--- src/rtl/tick_gen_pkg.sv ---
// Shared definitions for the multi-channel tick generator: channel mode
// encodings and the per-channel configuration record.
package tick_gen_pkg;

    localparam logic MODE_PERIODIC = 1'b0;
    localparam logic MODE_ONESHOT  = 1'b1;

    // Divisor width of the configuration record (matches the default N_BIT)
    localparam int unsigned CFG_DIV_W = 16;

    typedef struct packed {
        logic                 mode;
        logic [CFG_DIV_W-1:0] div;
    } chan_cfg_t;

endpackage

--- src/rtl/tick_chan.sv ---
// One tick channel: periodic divider or retriggerable one-shot with a
// registered single-cycle tick strobe and a busy flag.
module tick_chan
    import tick_gen_pkg::*;
#(
    parameter int          N_BIT     = 16,
    parameter int unsigned DEFAULT_N = 50000
) (
    input  logic             clkin,
    input  logic             rst,
    input  logic             enable,
    input  logic             start,
    input  logic             sync,
    input  logic             wr_hit,
    input  logic [N_BIT-1:0] wr_div,
    input  logic             wr_oneshot,
    output logic             tick,
    output logic             busy
);

    localparam logic [N_BIT-1:0] ZERO_C = {N_BIT{1'b0}};
    localparam logic [N_BIT-1:0] ONE_C  = {{(N_BIT-1){1'b0}}, 1'b1};
    localparam logic [N_BIT-1:0] RST_DIV_C = N_BIT'(DEFAULT_N);

    logic [N_BIT-1:0] count_r;
    logic [N_BIT-1:0] div_r;
    logic             mode_r;
    logic             busy_r;
    logic             tick_r;

    logic [N_BIT-1:0] count_s;
    logic [N_BIT-1:0] div_s;
    logic             mode_s;
    logic             busy_s;
    logic             tick_s;

    // Next-state: counting rules first, then a config write layered on top
    always_comb begin
        count_s = count_r;
        div_s   = div_r;
        mode_s  = mode_r;
        busy_s  = busy_r;
        tick_s  = 1'b0;

        if (enable == 1'b0) begin
            tick_s = 1'b0;
        end else if (mode_r == MODE_PERIODIC) begin
            if (sync == 1'b1) begin
                count_s = div_r;
            end else if (count_r == ZERO_C) begin
                tick_s  = 1'b1;
                count_s = div_r;
            end else begin
                count_s = count_r - ONE_C;
            end
        end else begin
            if (start == 1'b1) begin
                count_s = div_r;
                busy_s  = 1'b1;
            end else if ((busy_r == 1'b1) && (count_r == ZERO_C)) begin
                tick_s = 1'b1;
                busy_s = 1'b0;
            end else if (busy_r == 1'b1) begin
                count_s = count_r - ONE_C;
            end else begin
                tick_s = 1'b0;
            end
        end

        // Same-mode write only swaps the divisor (any reload above already
        // used the old one); a mode change aborts the channel.
        if (wr_hit == 1'b1) begin
            div_s = wr_div;
            if (wr_oneshot != mode_r) begin
                mode_s  = wr_oneshot;
                count_s = ZERO_C;
                busy_s  = 1'b0;
                tick_s  = 1'b0;
            end else begin
                mode_s = mode_r;
            end
        end else begin
            div_s = div_r;
        end
    end

    // Channel state registers with synchronous reset
    always_ff @(posedge clkin) begin
        if (rst) begin
            count_r <= ZERO_C;
            div_r   <= RST_DIV_C;
            mode_r  <= MODE_PERIODIC;
            busy_r  <= 1'b0;
            tick_r  <= 1'b0;
        end else begin
            count_r <= count_s;
            div_r   <= div_s;
            mode_r  <= mode_s;
            busy_r  <= busy_s;
            tick_r  <= tick_s;
        end
    end

    assign tick = tick_r;
    assign busy = busy_r;

endmodule

--- src/rtl/tick_gen_multi.sv ---
// Multi-channel programmable tick generator: decodes the shared write
// port into per-channel hits and replicates tick_chan N_CH times.
module tick_gen_multi
    import tick_gen_pkg::*;
#(
    parameter int          N_CH      = 4,
    parameter int          N_BIT     = 16,
    parameter int unsigned DEFAULT_N = 50000,
    parameter int          CH_W      = 2
) (
    input  logic              clkin,
    input  logic              rst,
    input  logic [N_CH-1:0]   enable,
    input  logic [N_CH-1:0]   start,
    input  logic              sync,
    input  logic              wr_en,
    input  logic [CH_W-1:0]   wr_ch,
    input  logic [N_BIT-1:0]  wr_div,
    input  logic              wr_oneshot,
    output logic [N_CH-1:0]   tick,
    output logic [N_CH-1:0]   busy
);

    logic [N_CH-1:0] wr_hit_s;

    // Write decode; addresses >= N_CH match no channel and are dropped
    always_comb begin
        wr_hit_s = {N_CH{1'b0}};
        for (int i = 0; i < N_CH; i++) begin
            wr_hit_s[i] = wr_en & (wr_ch == CH_W'(i));
        end
    end

    for (genvar g = 0; g < N_CH; g++) begin : g_chan
        tick_chan #(
            .N_BIT     (N_BIT),
            .DEFAULT_N (DEFAULT_N)
        ) u_chan (
            .clkin      (clkin),
            .rst        (rst),
            .enable     (enable[g]),
            .start      (start[g]),
            .sync       (sync),
            .wr_hit     (wr_hit_s[g]),
            .wr_div     (wr_div),
            .wr_oneshot (wr_oneshot),
            .tick       (tick[g]),
            .busy       (busy[g])
        );
    end

endmodule

--- config.mk ---
export PLATFORM = sky130hd
export DESIGN_NAME = tick_gen_multi
export DESIGN_NICKNAME = d
export VERILOG_FILES = /design/src/rtl/tick_gen_pkg.sv /design/src/rtl/tick_chan.sv /design/src/rtl/tick_gen_multi.sv
export SDC_FILE = /design/constraint.sdc
export NUM_CORES = 1
export LEC_CHECK = 0
export CAP_MARGIN = 15
export CORE_MARGIN = 3
export CORE_UTILIZATION = 40
export DETAILED_ROUTE_END_ITERATION = 10
export PLACE_DENSITY_LB_ADDON = 0.05
export SLEW_MARGIN = 10
export SYNTH_ARGS = -nofsm -noshare
export SYNTH_HDL_FRONTEND = slang
export SYNTH_HIERARCHICAL = 1
export SYNTH_SLANG_ARGS = --single-unit
--- constraint.sdc ---
create_clock -name clkin -period 3.15 [get_ports clkin]
set_clock_uncertainty 0.15 [all_clocks]
set_input_delay 0.63 -clock clkin [delete_from_list [all_inputs] [get_ports clkin]]
set_output_delay 0.63 -clock clkin [all_outputs]
set_load 0.01 [all_outputs]
==> metrics.csv <==
stage,metric,value,unit
run_status,status,"finished, final reports clean",
clock_tree,postcts setup bufs,0,
detailed_routing,first drt pass iteration count,5,
worst_setup_path,CP bufs+invs,1,
run,Max-cap violations,0,
die,# IOs,39,
die,row count,55,
timing,final slew viol count,0,
worst_setup_path,"slowest stage cell, crit path",or4b_2,
synth,main area contributors after synthesis,"dfxtp_1, mux2i_1, nor2_1",
timing,Final Cycle Share,91.8,%
worst_setup_path,Reg2Reg Setup Slack,260,ps
global_route,vias in the first global route,8713,
clock_tree,CTS Buf Count,17,
layout,layout cell share with drive strength beyond 1,12.0,%
detailed_routing,Routed WL per cell,20.0,µm
synth,"Primary FF master, synth",dfxtp_1,
global_route,All-Layer GR Usage,24.2,%
min_path,worst hold path class,flip-flop to flip-flop,
clock_tree,cts hold-fix bufs,0,
clock_tree,Clock Sinks,140,
worst_setup_path,CP arrival,3080,ps
timing,Slew @ Worst Pin,737,ps
timing,Final TNS setup,0,ps
synth,Post-synth ARST share,0,%
clock_tree,clk_lat worst skew,430,ps
worst_setup_path,Worst EP required,3340,ps
detailed_routing,Vias/cell,6.09,
worst_setup_path,crit end category,flip-flop,
synth,register bit total from synthesis,140,
place,gpl congestion,0.864,
synth,synthesized net count,1218,
worst_setup_path,Worst R2R End,g_chan[0].u_chan/count_r[6],
clock_tree,CTS root buf,clkbuf_16,
worst_setup_path,"slowest stage delay, CP",700,ps
synth,average cell area after synthesis,7.99,µm²
worst_setup_path,Crit Path Class,flip-flop to flip-flop,
place,input/output buffers,38,
synth,"EDFF count, synth",0,
clock_tree,post-CTS sizing,0,
pwr,Peak VDD IR,0.245,mV
synth,most frequent cell after synthesis,dfxtp_1,
layout,Final #Nets,1253,
clock_tree,CTS Buffer Depth,2,
min_path,Worst Hold Launch,g_chan[2].u_chan/div_r[6],
global_route,antenna violations before repair,1,
detailed_routing,number of routed nets with antenna violations,0,
timing,Fin. Hold Viols,0,
detailed_routing,# DRC,0,
timing,worst-case hold slack,346,ps
timing,Slew HR,50.8,%
die,Initial Utilization,41.1,%
layout,Diodes inserted,0,
global_route,GRT overflow,0,
synth,Syn Std Cell Area,9420,µm²
timing,RSZ-0062 raised after global routing,false,
synth,sequential area share after synthesis,29.7,%
global_route,first-pass GRT wire length,50300,µm
pwr,leakage power,0.00377,µW
synth,Synth top area share,29.7,%
synth,top cell type by total area after synthesis,dfxtp_1,
timing,Final Critical Period,2890,ps
place,final HPWL from detailed placement,22100,µm
die,die area,25400,µm²
synth,Cell variety after synth,85,
synth,Ys Warns,6,
die,DIE WIDTH,159,µm
layout,post-route cell area,10900,µm²
timing,"crit path setup slack, layout",257,ps
timing,FMAX,0.346,GHz
min_path,hold path endpoint,g_chan[2].u_chan/div_r[6],
detailed_routing,initial DRC count,732,
die,core area,22900,µm²
global_route,largest net degree at the start of global routing,39,
detailed_routing,drt total wl,30800,µm
pwr,Cell Pwr Density,503,nW/µm²
worst_setup_path,"Critical Path, Cell by Cell",inv_1 -> ha_1 -> or4b_2 -> nor4_4 -> o32ai_1 -> a221o_1 -> a211oi_1,
place,Placed Area,10300,µm²
worst_setup_path,"delay-heaviest family, CP",simple AND/OR/NAND/NOR gates,
clock_tree,H-Tree Depth,4,
clock_tree,clock-pin slew on the worst setup and hold paths,60,ps
worst_setup_path,category of the worst setup path launch point,flip-flop,
timing,# setup viols final,0,
layout,area grow syn2layout,15.7,%
min_path,WHS Path Cells,2,
clock_tree,CTS tree,built,
place,pre-CTS setup slack,327,ps
worst_setup_path,RR Startpoint,g_chan[0].u_chan/count_r[0],
worst_setup_path,Critical Path Fanout Max,8,
synth,cell count after synthesis,1179,
synth,Post-synth top cells,"dfxtp_1, nor2_1, nand2_1, clkbuf_1, o21ai_0",
worst_setup_path,cell count of the worst reg-to-reg path,7,
die,Die Y,159,µm
detailed_routing,routed vias,9378,
-- worst register-to-register path: stages, from the launching register on --
cell and delay (ps):
dfxtp_1 340, inv_1 120, ha_1 170, or4b_2 700, nor4_4 560, o32ai_1 170
a221o_1 320, a211oi_1 260
-- report_power, final --
group          internal, µW  switching (µW)  total [µW]  leakage (µW)
Clock                  1100             880        1980      0.000266
Sequential             1880             181        2070       0.00115
Combinational           595             840        1430       0.00235
Total                  3580            1900        5480       0.00377
-- worst max path at each step --
stage	start	to	cells after the start
floorplan	g_chan[0].u_chan/count_r[0]	g_chan[0].u_chan/count_r[9]	9
global placement	wr_oneshot	g_chan[1].u_chan/count_r[12]	6
detailed placement	g_chan[0].u_chan/count_r[0]	g_chan[0].u_chan/count_r[6]	7
CTS	g_chan[0].u_chan/count_r[0]	g_chan[0].u_chan/count_r[6]	7
global route	g_chan[0].u_chan/count_r[0]	g_chan[0].u_chan/count_r[6]	7
finish	g_chan[0].u_chan/count_r[0]	g_chan[0].u_chan/count_r[6]	7
-- layer usage --
metal	up-vias	global-route usage [%]	part of all wire, %
met3	53	4.66	5.9
met2	312	37.2	45
met5	-	0	0.042
li1	4586	-	-
met4	2	6.29	1.9
met1	4425	34.7	47
-- per-stage QoR --
step           instances  util, %  power [µW]
3_3_place_gp        1508     45.1        3520
2_1_floorplan       1179        -        3060
5_1_grt             1540     47.6        5770
3_5_place_dp        1508     45.1        3510
4_1_cts             1540     47.6        5500
6_report            1540     47.6        5480
-- registers in the layout (all words and copies together), names as in the netlist --
| name | count |
|---|---|
| g_chan.u_chan/count_r | 64 |
| g_chan.u_chan/div_r | 64 |
| g_chan.u_chan/mode_r | 4 |
| g_chan.u_chan/tick | 4 |
| g_chan.u_chan/busy | 4 |
-- final cells by class --
cell class                 count  area, µm²
inverter                      27        101
sequential                   140       2800
clock inverter                14        138
multi-input combinational    918       6100
tap                          313        392
timing repair buffer         110        941
fill                        2283      12000
clock buffer                  18        429
-- cell usage in the layout (no fill, tap or decap), drive strengths merged, types with 23 or more instances in the layout --
| cell | netlist | final |
|---|---|---|
| dfxtp | 140 | 140 |
| nor3 | 42 | 42 |
| nor2 | 113 | 113 |
| inv | 20 | 25 |
| xnor2 | 23 | 23 |
| nand3 | 29 | 29 |
| o31ai | 24 | 24 |
| a31oi | 32 | 32 |
| nor4 | 47 | 47 |
| clkdlybuf4s50 | 0 | 37 |
| nand2 | 79 | 79 |
| mux2i | 58 | 58 |
| buf | 31 | 73 |
| o21ai | 59 | 59 |
| a21oi | 55 | 55 |
-- logic make-up after synthesis --
kind of cell | count (synthesis) | synth area share, %
and+or+nand+nor | 459 | 26.6
AOI/OAI and AO/OA | 351 | 26.9
DFF | 140 | 29.7
buffers and inverters | 121 | 5.70
muxes | 59 | 6.28
xor gates and xnor gates | 41 | 3.81
adders and majority gates | 8 | 1.06
Power figures use the tool's default switching activity.
